===== config.mk =====
export PLATFORM = sky130hd
export DESIGN_NAME = key_expansion
export DESIGN_NICKNAME = d
export VERILOG_FILES = /design/src/rtl/key_expansion.sv
export SDC_FILE = /design/constraint.sdc
export NUM_CORES = 1
export LEC_CHECK = 0
export CORE_MARGIN = 5
export CORE_UTILIZATION = 58
export CTS_CLUSTER_DIAMETER = 120
export DETAILED_ROUTE_END_ITERATION = 8
export MAX_ROUTING_LAYER = met4
export PLACE_DENSITY = 0.95
export SLEW_MARGIN = 20
export SYNTH_ARGS = -nofsm -noshare
export SYNTH_HDL_FRONTEND = slang
export SYNTH_SLANG_ARGS = --single-unit

===== constraint.sdc =====
create_clock -name ap_clk -period 5.13 [get_ports ap_clk]
set_clock_uncertainty 0.15 [all_clocks]
set_input_delay 0.513 -clock ap_clk [delete_from_list [all_inputs] [get_ports ap_clk]]
set_output_delay 0.513 -clock ap_clk [all_outputs]
set_load 0.02 [all_outputs]

===== src/rtl/key_expansion.sv =====
// AES-128 key expansion: reads the cipher key and an external S-box and fills the
// row-major round-key RAM `word` (address = row*ROW_STRIDE + col), two bytes per write cycle.
module key_expansion #(
    parameter int unsigned ROW_STRIDE = 120,
    parameter int unsigned NR         = 10,
    parameter logic [7:0]  RCON_INIT  = 8'h01
) (
    input  logic        ap_clk,
    input  logic        ap_rst,
    input  logic        ap_start,
    output logic        ap_done,
    output logic        ap_idle,
    output logic        ap_ready,
    output logic [3:0]  key_address0,
    output logic        key_ce0,
    input  logic [31:0] key_q0,
    output logic [7:0]  sbox_address0,
    output logic        sbox_ce0,
    input  logic [31:0] sbox_q0,
    output logic [8:0]  word_address0,
    output logic        word_ce0,
    output logic        word_we0,
    output logic [31:0] word_d0,
    output logic [8:0]  word_address1,
    output logic        word_ce1,
    output logic        word_we1,
    output logic [31:0] word_d1
);

    localparam int unsigned NCOL = 4 * (NR + 1);

    typedef enum logic [2:0] {
        StIdle, StLoad, StLoadLast, StSub, StWrA, StWrB, StDone
    } state_e;

    state_e      state_q, state_d;
    logic [3:0]  cnt_q, cnt_d;
    logic [8:0]  col_q, col_d;
    logic [7:0]  rcon_q, rcon_d;
    // w_q[0] is w[i-4], w_q[3] is w[i-1]
    logic [7:0]  w_q [4][4];
    logic [7:0]  w_d [4][4];
    logic [7:0]  temp_q [4];
    logic [7:0]  temp_d [4];
    logic [7:0]  tmp [4];
    logic [7:0]  nw [4];
    logic [3:0]  km1;
    logic [1:0]  rot_row;
    logic        unused_hi;

    assign unused_hi = ^{key_q0[31:8], sbox_q0[31:8]};
    assign km1       = cnt_q - 4'd1;
    assign rot_row   = cnt_q[1:0] + 2'd1;

    function automatic logic [8:0] waddr(input logic [1:0] row, input logic [8:0] col);
        return 9'(32'(row) * ROW_STRIDE) + col;
    endfunction

    always_comb begin
        for (int r = 0; r < 4; r++) begin
            tmp[r] = (col_q[1:0] == 2'd0) ? temp_q[r] : w_q[3][r];
            nw[r]  = w_q[0][r] ^ tmp[r];
        end
    end

    always_comb begin
        state_d       = state_q;
        cnt_d         = cnt_q;
        col_d         = col_q;
        rcon_d        = rcon_q;
        w_d           = w_q;
        temp_d        = temp_q;
        ap_done       = 1'b0;
        ap_ready      = 1'b0;
        ap_idle       = 1'b0;
        key_address0  = cnt_q;
        key_ce0       = 1'b0;
        sbox_address0 = w_q[3][rot_row];
        sbox_ce0      = 1'b0;
        word_address0 = '0;
        word_ce0      = 1'b0;
        word_we0      = 1'b0;
        word_d0       = '0;
        word_address1 = '0;
        word_ce1      = 1'b0;
        word_we1      = 1'b0;
        word_d1       = '0;

        unique case (state_q)
            StIdle: begin
                ap_idle = 1'b1;
                ap_done = ~ap_start;
                if (ap_start) begin
                    state_d = StLoad;
                    cnt_d   = '0;
                    col_d   = '0;
                    rcon_d  = RCON_INIT;
                end
            end
            StLoad: begin
                key_ce0 = 1'b1;
                // Data for key[cnt-1] arrives this cycle
                if (cnt_q != 4'd0) begin
                    word_ce0      = 1'b1;
                    word_we0      = 1'b1;
                    word_address0 = waddr(km1[1:0], {7'd0, km1[3:2]});
                    word_d0       = {24'd0, key_q0[7:0]};
                    w_d[km1[3:2]][km1[1:0]] = key_q0[7:0];
                end
                cnt_d = cnt_q + 4'd1;
                if (cnt_q == 4'd15) state_d = StLoadLast;
            end
            StLoadLast: begin
                word_ce0      = 1'b1;
                word_we0      = 1'b1;
                word_address0 = waddr(2'd3, 9'd3);
                word_d0       = {24'd0, key_q0[7:0]};
                w_d[3][3]     = key_q0[7:0];
                col_d         = 9'd4;
                cnt_d         = '0;
                state_d       = StSub;
            end
            StSub: begin
                sbox_ce0 = (cnt_q < 4'd4);
                // Lookup issued at step s (source row s+1) lands in temp row s one cycle later
                if (cnt_q != 4'd0) begin
                    temp_d[km1[1:0]] = sbox_q0[7:0] ^ ((km1 == 4'd0) ? rcon_q : 8'h00);
                end
                if (cnt_q == 4'd4) begin
                    rcon_d  = {rcon_q[6:0], 1'b0} ^ (rcon_q[7] ? 8'h1b : 8'h00);
                    cnt_d   = '0;
                    state_d = StWrA;
                end else begin
                    cnt_d = cnt_q + 4'd1;
                end
            end
            StWrA: begin
                word_ce0      = 1'b1;
                word_we0      = 1'b1;
                word_address0 = waddr(2'd0, col_q);
                word_d0       = {24'd0, nw[0]};
                word_ce1      = 1'b1;
                word_we1      = 1'b1;
                word_address1 = waddr(2'd1, col_q);
                word_d1       = {24'd0, nw[1]};
                state_d       = StWrB;
            end
            StWrB: begin
                word_ce0      = 1'b1;
                word_we0      = 1'b1;
                word_address0 = waddr(2'd2, col_q);
                word_d0       = {24'd0, nw[2]};
                word_ce1      = 1'b1;
                word_we1      = 1'b1;
                word_address1 = waddr(2'd3, col_q);
                word_d1       = {24'd0, nw[3]};
                w_d[0] = w_q[1];
                w_d[1] = w_q[2];
                w_d[2] = w_q[3];
                w_d[3] = nw;
                col_d  = col_q + 9'd1;
                if (col_q == 9'(NCOL - 1)) begin
                    state_d = StDone;
                end else if (col_q[1:0] == 2'd3) begin
                    cnt_d   = '0;
                    state_d = StSub;
                end else begin
                    state_d = StWrA;
                end
            end
            StDone: begin
                ap_done  = 1'b1;
                ap_ready = 1'b1;
                state_d  = StIdle;
            end
            default: state_d = StIdle;
        endcase

        // Outputs are held quiet while reset is asserted
        if (ap_rst) begin
            ap_done  = 1'b0;
            ap_ready = 1'b0;
            ap_idle  = 1'b1;
            key_ce0  = 1'b0;
            sbox_ce0 = 1'b0;
            word_ce0 = 1'b0;
            word_we0 = 1'b0;
            word_ce1 = 1'b0;
            word_we1 = 1'b0;
        end
    end

    always_ff @(posedge ap_clk) begin
        if (ap_rst) begin
            state_q <= StIdle;
            cnt_q   <= '0;
            col_q   <= '0;
            rcon_q  <= RCON_INIT;
        end else begin
            state_q <= state_d;
            cnt_q   <= cnt_d;
            col_q   <= col_d;
            rcon_q  <= rcon_d;
        end
    end

    always_ff @(posedge ap_clk) begin
        w_q    <= w_d;
        temp_q <= temp_d;
    end

endmodule


* Word level (Yosys, flattened, before mapping)
Index checks and enable logic that the tools add are counted.
Word-level totals: output and inout bits 103, bits of input ports 67, word-level logic and storage cells 140, bits in registers 184
Cells by class: bitwise gates (word level) 10, reduce and logical (&&, ||, !) cells 20, add/subtract/negate cells 8, $mul 1, order comparisons 6, multiplexer cells 55, equality and inequality tests 16
Operators by type and width (count):
- $pmux W120 S2 | 1
- $bwmux W128 | 1
- $mux W128 | 1
- $mux W8 | 11
- $demux W32 S2 | 1
- $xor A8 B8 Y8 | 5
- $pmux W9 S4 | 1
- $bwmux W32 | 1
- $mux W32 | 1
- $pmux W8 S2 | 2
- $pmux W8 S4 | 1
- $pmux W9 S3 | 1
- $pmux W8 S3 | 1
- $pmux W4 S5 | 1
- $mux W9 | 2
- $pmux W3 S6 | 1
- $pmux W9 S2 | 1
- $bmux W8 S2 | 1
- $demux W8 S2 | 1
- $mux W4 | 4
- $mux W3 | 5
- $mux W1 | 13
- $ne A2 B2 Y1 const B | 6
- $add A7 B9 Y9 const A | 1
- 36 further kinds | 52

* Longest topological paths before layout
word-level depth 11, mapped depth 9, mapped depth without buffers 6

* Worst setup path after synthesis
No wires, ideal clock.
path type register to register, start register cnt_q[0], in the netlist key_address0[0], end register w_q[72] (netlist name), enable pin, stages on the path, launching flop included 9, required time 4596 ps, path buffers 2, arrival 2628 ps, path slack 1968 ps, library setup time 384 ps, clock period less this slack 3162 ps, cells stage by stage dfxtp_1 -> buf_1 -> inv_1 -> ha_1 -> buf_4 -> nor3b_1 -> a21oi_1 -> nand2_1 -> o21ai_0
On the way: cells in the longest elaborated chain, start to end 3
RTL lines:
- start: declaration | line 37 | logic [3:0] cnt_q, cnt_d;
- start signal: assignment | line 201 | cnt_q <= cnt_d;
- $reduce_bool A4 Y1 | line 103 | if (cnt_q != 4'd0) begin
- $ne A2 B2 Y1 (no line)
- $reduce_and A2 Y1 (no line)
- end signal: assignment | line 208 | w_q <= w_d;
- end: declaration | line 41 | logic [7:0] w_q [4][4];
No other way between the ends. A chain may end at the register's enable or synchronous reset.

* Worst setup path in the final report
start register cnt_q[1], in the netlist key_address0[1], end output port word_d0[6]
On the way: cells in the longest elaborated chain, start to end 3
RTL lines:
- $reduce_bool A4 Y1 | line 103
- $mux W8 | line 103
- $pmux W8 S4 | line 89 | unique case (state_q)
- end: declaration | line 23 | output logic [31:0] word_d0,
No other way between the ends.

==> run summary <==
CP max-delay cell: clkdlybuf4s50_1
Synth top area share: 46.8%
CP startpoint kind: register
clk slew on worst S/H paths: 0.07 ns
CORE AREA: 17300 µm²
DRC errors left: 0
crit path from: key_address0[1]$_SDFFE_PP0P_
Initial Util: 59.3%
Netlist cell types: 67
switch share: 25.0%
Worst Path Max Fanout: 13
P_leak: 4.20 nW
Diodes inserted: 0
CP top delay family: buffers and inverters
full die area: 20400 µm²
fin crit share: 82.0%
synth top area cells: edfxtp_1 47%, a22o_1 6.0%, dfxtp_1 4.7%, buf_4 3.7%, nand2_1 3.7%
Hold WS: 0.357 ns
Max Slew Vio Count: 0
Pwr per Cell Area: 285 nW/µm²
crit path time final: 4.20 ns
vias per cell: 6.66
type of the tightest min-delay check: reg -> reg
Sequential Power Share: 49.9%
unrepaired setup endpoints after global routing: false
Final Instance Count excl. Fillers: 1207
total of warnings raised by yosys: 0
All-Layer GR Usage: 28.4%
Worst Path Arrival: 3.54 ns
post-synthesis area per instance: 10.9 µm²
fmax: 238 MHz
total CTS buffers: 17
detailed-route wire length: 28400 µm
Seq cells post-synth: 184
Row Count: 48
multiplexer area fraction after synthesis: 5.38%
setup TNS: 0 ns
Worst EP required: 4.47 ns
final hold viol count: 0
Die W: 143 µm
slowest stage delay, CP: 0.57 ns
combinational power share: 10.6%
Post-Synth Adder-Cell Area: 1.78%
Compound-Gate Fraction of Synth Area: 16.4%
max cap viols: 0
xor-xnor portion of the synthesized cell area: 4.52%
crit end category: primary output
r2r setup slk: 1.80 ns
fin worst setup slack: 0.926 ns
Sink Count: 184
WP buf/inv: 2
Clk pwr share: 39.5%
wire per inst: 23.5 µm
Pwr Total: 3.25 mW
First DRT Iteration DRCs: 1362
Worst-Margin Slew: 1.14 ns
drt first pass iters: 6
share of layout cells above drive strength 1: 7.84%
Syn Inst Count: 943
Util after Layout: 66.1%
Post-synth EDFFs: 160
outcome: finished, final reports clean
Max Buffers Root-to-Sink: 2
# setup viols final: 0
dpl cells: 1175
DP Worst Slack: 1.49 ns
P&R area growth vs syn: 11.4%
Mapped Area: 10300 µm²
critical path type: reg -> out
first-pass GRT wire length: 42800 µm
largest family of logic cells by synthesized area: compound AO/OA/AOI/OAI gates
post-route ant nets: 0
Chip Height: 143 µm
post-route cell area: 11400 µm²
ys async rst share: 0%
I/O Pins: 170
Peak VDD IR: 226 µV
DP Wirelength: 18100 µm
Int Pwr: 2.44 mW
via count: 8039
CP Cell Sequence: inv_1, ha_1, or3b_1, a32o_2, a22oi_1, nand2_1, clkdlybuf4s50_1
number of H-tree levels: 4
antenna violations before repair: 0
top-count cell post-synth: edfxtp_1
register area share after synthesis: 51.5%
HP Start: rcon_q[1]$_SDFFE_PP0P_
switching pwr: 812 µW
post-synth top area cell: edfxtp_1
clk_lat worst skew: 0.43 ns
RePlAce Congestion: 0.899
pin count of the biggest net entering global routing: 123
Placed Area: 10900 µm²
global route total overflow: 0
clock root buffer master: clkbuf_16
Rel. slew slack: 23.9%
RR Startpoint: key_address0[1]$_SDFFE_PP0P_
Final #Nets: 1050
synth cell count leaders: 160 x edfxtp_1, 100 x nand2_1, 70 x a22o_1
postcts setup bufs: 0
Primary FF master, synth: edfxtp_1
vias in the first global route: 7739
CTS tree: done
Resized Gates After CTS: 0
Hold-fix buffers, CTS: 0
simple-gate area share of the yosys netlist: 12.7%
Port Buf Inserts: 73
-- power by group through the flow --
stage / Clock, mW / Combinational, mW / Sequential (mW)
floorplan: 0 / 0.264 / 1.65
global route: 1.35 / 0.360 / 1.62
detailed placement: 0 / 0.331 / 1.66
global placement: 0 / 0.324 / 1.66
CTS: 1.28 / 0.334 / 1.62
finish: 1.29 / 0.344 / 1.62
-- worst register-to-register path, cell delays in order (launching register included) --
cell and delay, ns:
dfxtp_1 0.54, inv_1 0.18, ha_1 0.39, or3b_1 0.42
o21ai_1 0.28, a21oi_1 0.98
-- worst paths after layout --
check,to,cells after the start
max,word_d0[6],7
min,rcon_q[1]$_SDFFE_PP0P_,2
max reg2reg,w_q[33]$_DFFE_PP_,5
min reg2reg,rcon_q[1]$_SDFFE_PP0P_,2
-- sequential cells by signal, summed over array words and instances, names as in the netlist --
register	flops
col_q	9
temp_q	32
state_q	3
key_address0	4
w_q	128
rcon_q	8
-- cells in the final DEF (no fill, tap or decap), types with 12 or more instances in the layout --
master and instances:
xnor2_1 27, o21ai_1 23, conb_1 48, nand3b_1 12, a22o_1 70, clkbuf_16 17, o21ai_0 60, buf_4 17
nand2_1 100, dfxtp_1 24, edfxtp_1 160, clkdlybuf4s50_1 73, a21oi_1 16, nand3_1 31, mux2i_1 36, and3_1 31
o211ai_1 13, ha_1 12, nor2_1 31, nand4_1 14, o22ai_1 13, xor2_1 26
-- cell type report --
class                      instances  area [µm²]
fill                            1223        5870
multi-input combinational        663        4370
clock buffer                      19         433
timing repair buffer              91         878
clock inverter                    13         131
tap                              225         282
inverter                          12        46.3
sequential                       184        5290
-- layer usage --
layer	routed length (µm)	track usage [%]	vias up
met2	13600	44.6	686
li1	-	-	3466
met4	1210	12.7	0
met3	3470	7.33	98
met5	0	-	-
met1	10100	34.7	3789
-- logic make-up after synthesis --
family	count (synthesis)
compound gates	243
xor+xnor	53
fa+ha+maj	14
buf+inv	143
flops	184
mux	45
other cells	1
simple gates	260
Power figures use the tool's default switching activity.
==> edit: new RTL, same settings <==
Re-encode `state_e` (7 states) as Gray code, 3 bits wide.
--- a/src/rtl/key_expansion.sv
+++ b/src/rtl/key_expansion.sv
@@ -31,5 +31,5 @@
 
     typedef enum logic [2:0] {
-        StIdle, StLoad, StLoadLast, StSub, StWrA, StWrB, StDone
+        StIdle = 3'b000, StLoad = 3'b001, StLoadLast = 3'b011, StSub = 3'b010, StWrA = 3'b110, StWrB = 3'b111, StDone = 3'b101
     } state_e;
 
Behaviour: same outputs for any inputs over 10 cycles, from zero or initial values and one cycle with ap_rst high; not proved beyond that.
==> edit against the unedited design <==
  * Worst setup slack got worse by 0.20 ns
  * Sequential cell count is the same
  * Register-to-register slack worse by 0.42 ns
  * Design area is 0.68% lower
  * Non-clock buffer count increased by 6
  * Wire length down 2.0%
  * Highest routed layer unchanged
  * Critical path depth did not move
  * Power rose by 4.0%
  * Core utilization is 0.22 points lower
  * Area after synthesis down 0.89%
==> edit: results (changes against the unedited design) <==
| Metric | Value |
|---|---|
| FFs w/ async S/R, synth | 0 (unchanged) |
| Min-delay worst type | reg2reg |
| Post_cts resized | 0 (unchanged) |
| Initial antenna violation count | 1 (+1) |
| Clock Power Share | 0.364 (-0.031) |
| Pre-antenna DRT Iters | 5 (-1) |
| Syn Inst Count | 952 (+0.95%) |
| Fillers | 1,205 (-1.5%) |
| R2r setup slk | 1.38 ns (-0.42 ns) |
| Seq/Total Area, Yosys | 0.5198 (+0.004628) |
| Xor/xnor share of the synthesized area | 0.04135 (-0.003901) |
| GP Congestion | 0.9018 (+0.30%) |
| R2R depth | 7 (+2) |
| I/O Buffers | 73 (unchanged) |
| Synth top cells by count | 160 x edfxtp_1, 145 x nand2_1, 80 x o21ai_0, 52 x buf_4, 36 x nand3_1 |
| Routed Wire Length | 27,800 um (-2.0%) |
| Reg power frac | 0.487 (-0.012) |
| Number of library cell types mapped by synthesis | 71 (+6.0%) |
| Nets | 1,075 (+2.4%) |
| Worst slack, placed | 1.342 ns (-0.1520 ns) |
| Pleak | 3.971 nW (-5.5%) |
| Reg2reg end | temp_q[27]$_DFFE_PP_ |
| WHS Endpoint | rcon_q[6]$_SDFFE_PP0P_ |
| GR Util All Layers | 0.2793 (-0.004400) |
| Clock root cell | clkbuf_16 |
| Via Count | 8,038 (-0.012%) |
| Synth Area in Compound Gates | 0.1615 (-0.002099) |
| Min-delay src | rcon_q[5]$_SDFFE_PP0P_ |
| Initial DRC count | 1,342 (-1.5%) |
| Outcome | finished, final reports clean |
| Peak supply drop | 0.2536 mV (+12%) |
| Hold path depth | 2 (unchanged) |
| Global-route wire length before repair | 42,200 um (-1.3%) |
| Crit path max-delay cell type | clkdlybuf4s50_1 |
| Layout cell share with drive strength beyond 1 | 0.1113 (+0.03292) |
| Crit Path Max Fanout | 13 (unchanged) |
| Worst relative slew slack | 0.1876 (-0.05154) |
| Prevailing post-synth register cell | edfxtp_1 |
| Top cells by area, synth | edfxtp_1 47%, nand2_1 5.4%, dfxtp_1 4.7%, o21ai_0 3.9%, buf_4 3.8% |
| DR vias/cell | 6.524 (-2.0%) |
| Skew-Pair Late Insertion Delay | 0.44 ns |
| Layout area overhead | 11.63% |
| Adder-cell share of the synthesized area | 0.01797 (+0.0001600) |
| Worst path max stage delay | 0.74 ns (+0.17 ns) |
| Mux cell area share after synthesis | 0.05132 (-0.002470) |
| Hold slack | 0.3388 ns (-0.01852 ns) |
| Vias in the first global route | 7,654 (-1.1%) |
| Cell count after placement | 1,200 (+2.1%) |
| Final HPWL DP | 18,950 um (+4.7%) |
| Switching Share | 0.2848 (+0.03521) |
| Top delay family on crit path | buffers and inverters |
| Largest net degree at the start of global routing | 119 (-3.3%) |
| Cell Pwr Density | 298.1 nW/um2 (+4.7%) |
==> edit: cell types whose count changed after synthesis, moves of 12 or more <==
| cell | change |
|---|---|
| a22o_1 | -51 |
| nand2_1 | +45 |
| and3_1 | -26 |
| o21ai_2 | +19 |
| o21ai_0 | +18 |
| clkbuf_1 | -14 |
| a21oi_1 | +12 |
| nand3b_1 | -12 |
| o211ai_1 | -12 |
==> edit: final cells by class <==
| class | instances | area share |
|---|---|---|
| Tap cell | 225 | 0.02480 |
| Clock buffer | 17 | 0.03748 |
| Clock inverter | 14 | 0.01058 |
| Antenna cell | 1 | 0.0002205 |
| Inverter | 21 | 0.007055 |
| Sequential cell | 184 | 0.4657 |
| Timing Repair Buffer | 97 | 0.08136 |
| Multi-Input combinational cell | 673 | 0.3728 |
==> edit: worst max path at each step <==
stage | start | endpoint | slack [ns] | depth (start not counted)
finish | key_address0[1]$_SDFFE_PP0P_ | word_d0[5] | 0.72 | 7
CTS | key_address0[1]$_SDFFE_PP0P_ | word_d0[5] | 0.84 | 7
detailed placement | key_address0[1]$_SDFFE_PP0P_ | word_d0[5] | 1.34 | 7
floorplan | state_q[0]$_SDFFE_PP0P_ | word_address1[6] | 2.13 | 8
global placement | key_address0[1]$_SDFFE_PP0P_ | word_d0[5] | 1.45 | 7
global route | key_address0[1]$_SDFFE_PP0P_ | word_d0[5] | 0.61 | 7
==> edit: layer usage <==
layer  routed length, um  track usage
met1                9710       0.3529
met5                   0            -
met3                3631      0.05880
met4                1391       0.1281
met2               13060       0.4353
==> edit: worst min-delay path: stages (launching register included) <==
cell and delay, ns:
dfxtp_1 0.34, nand2_1 0.06, o21ai_1 0.05
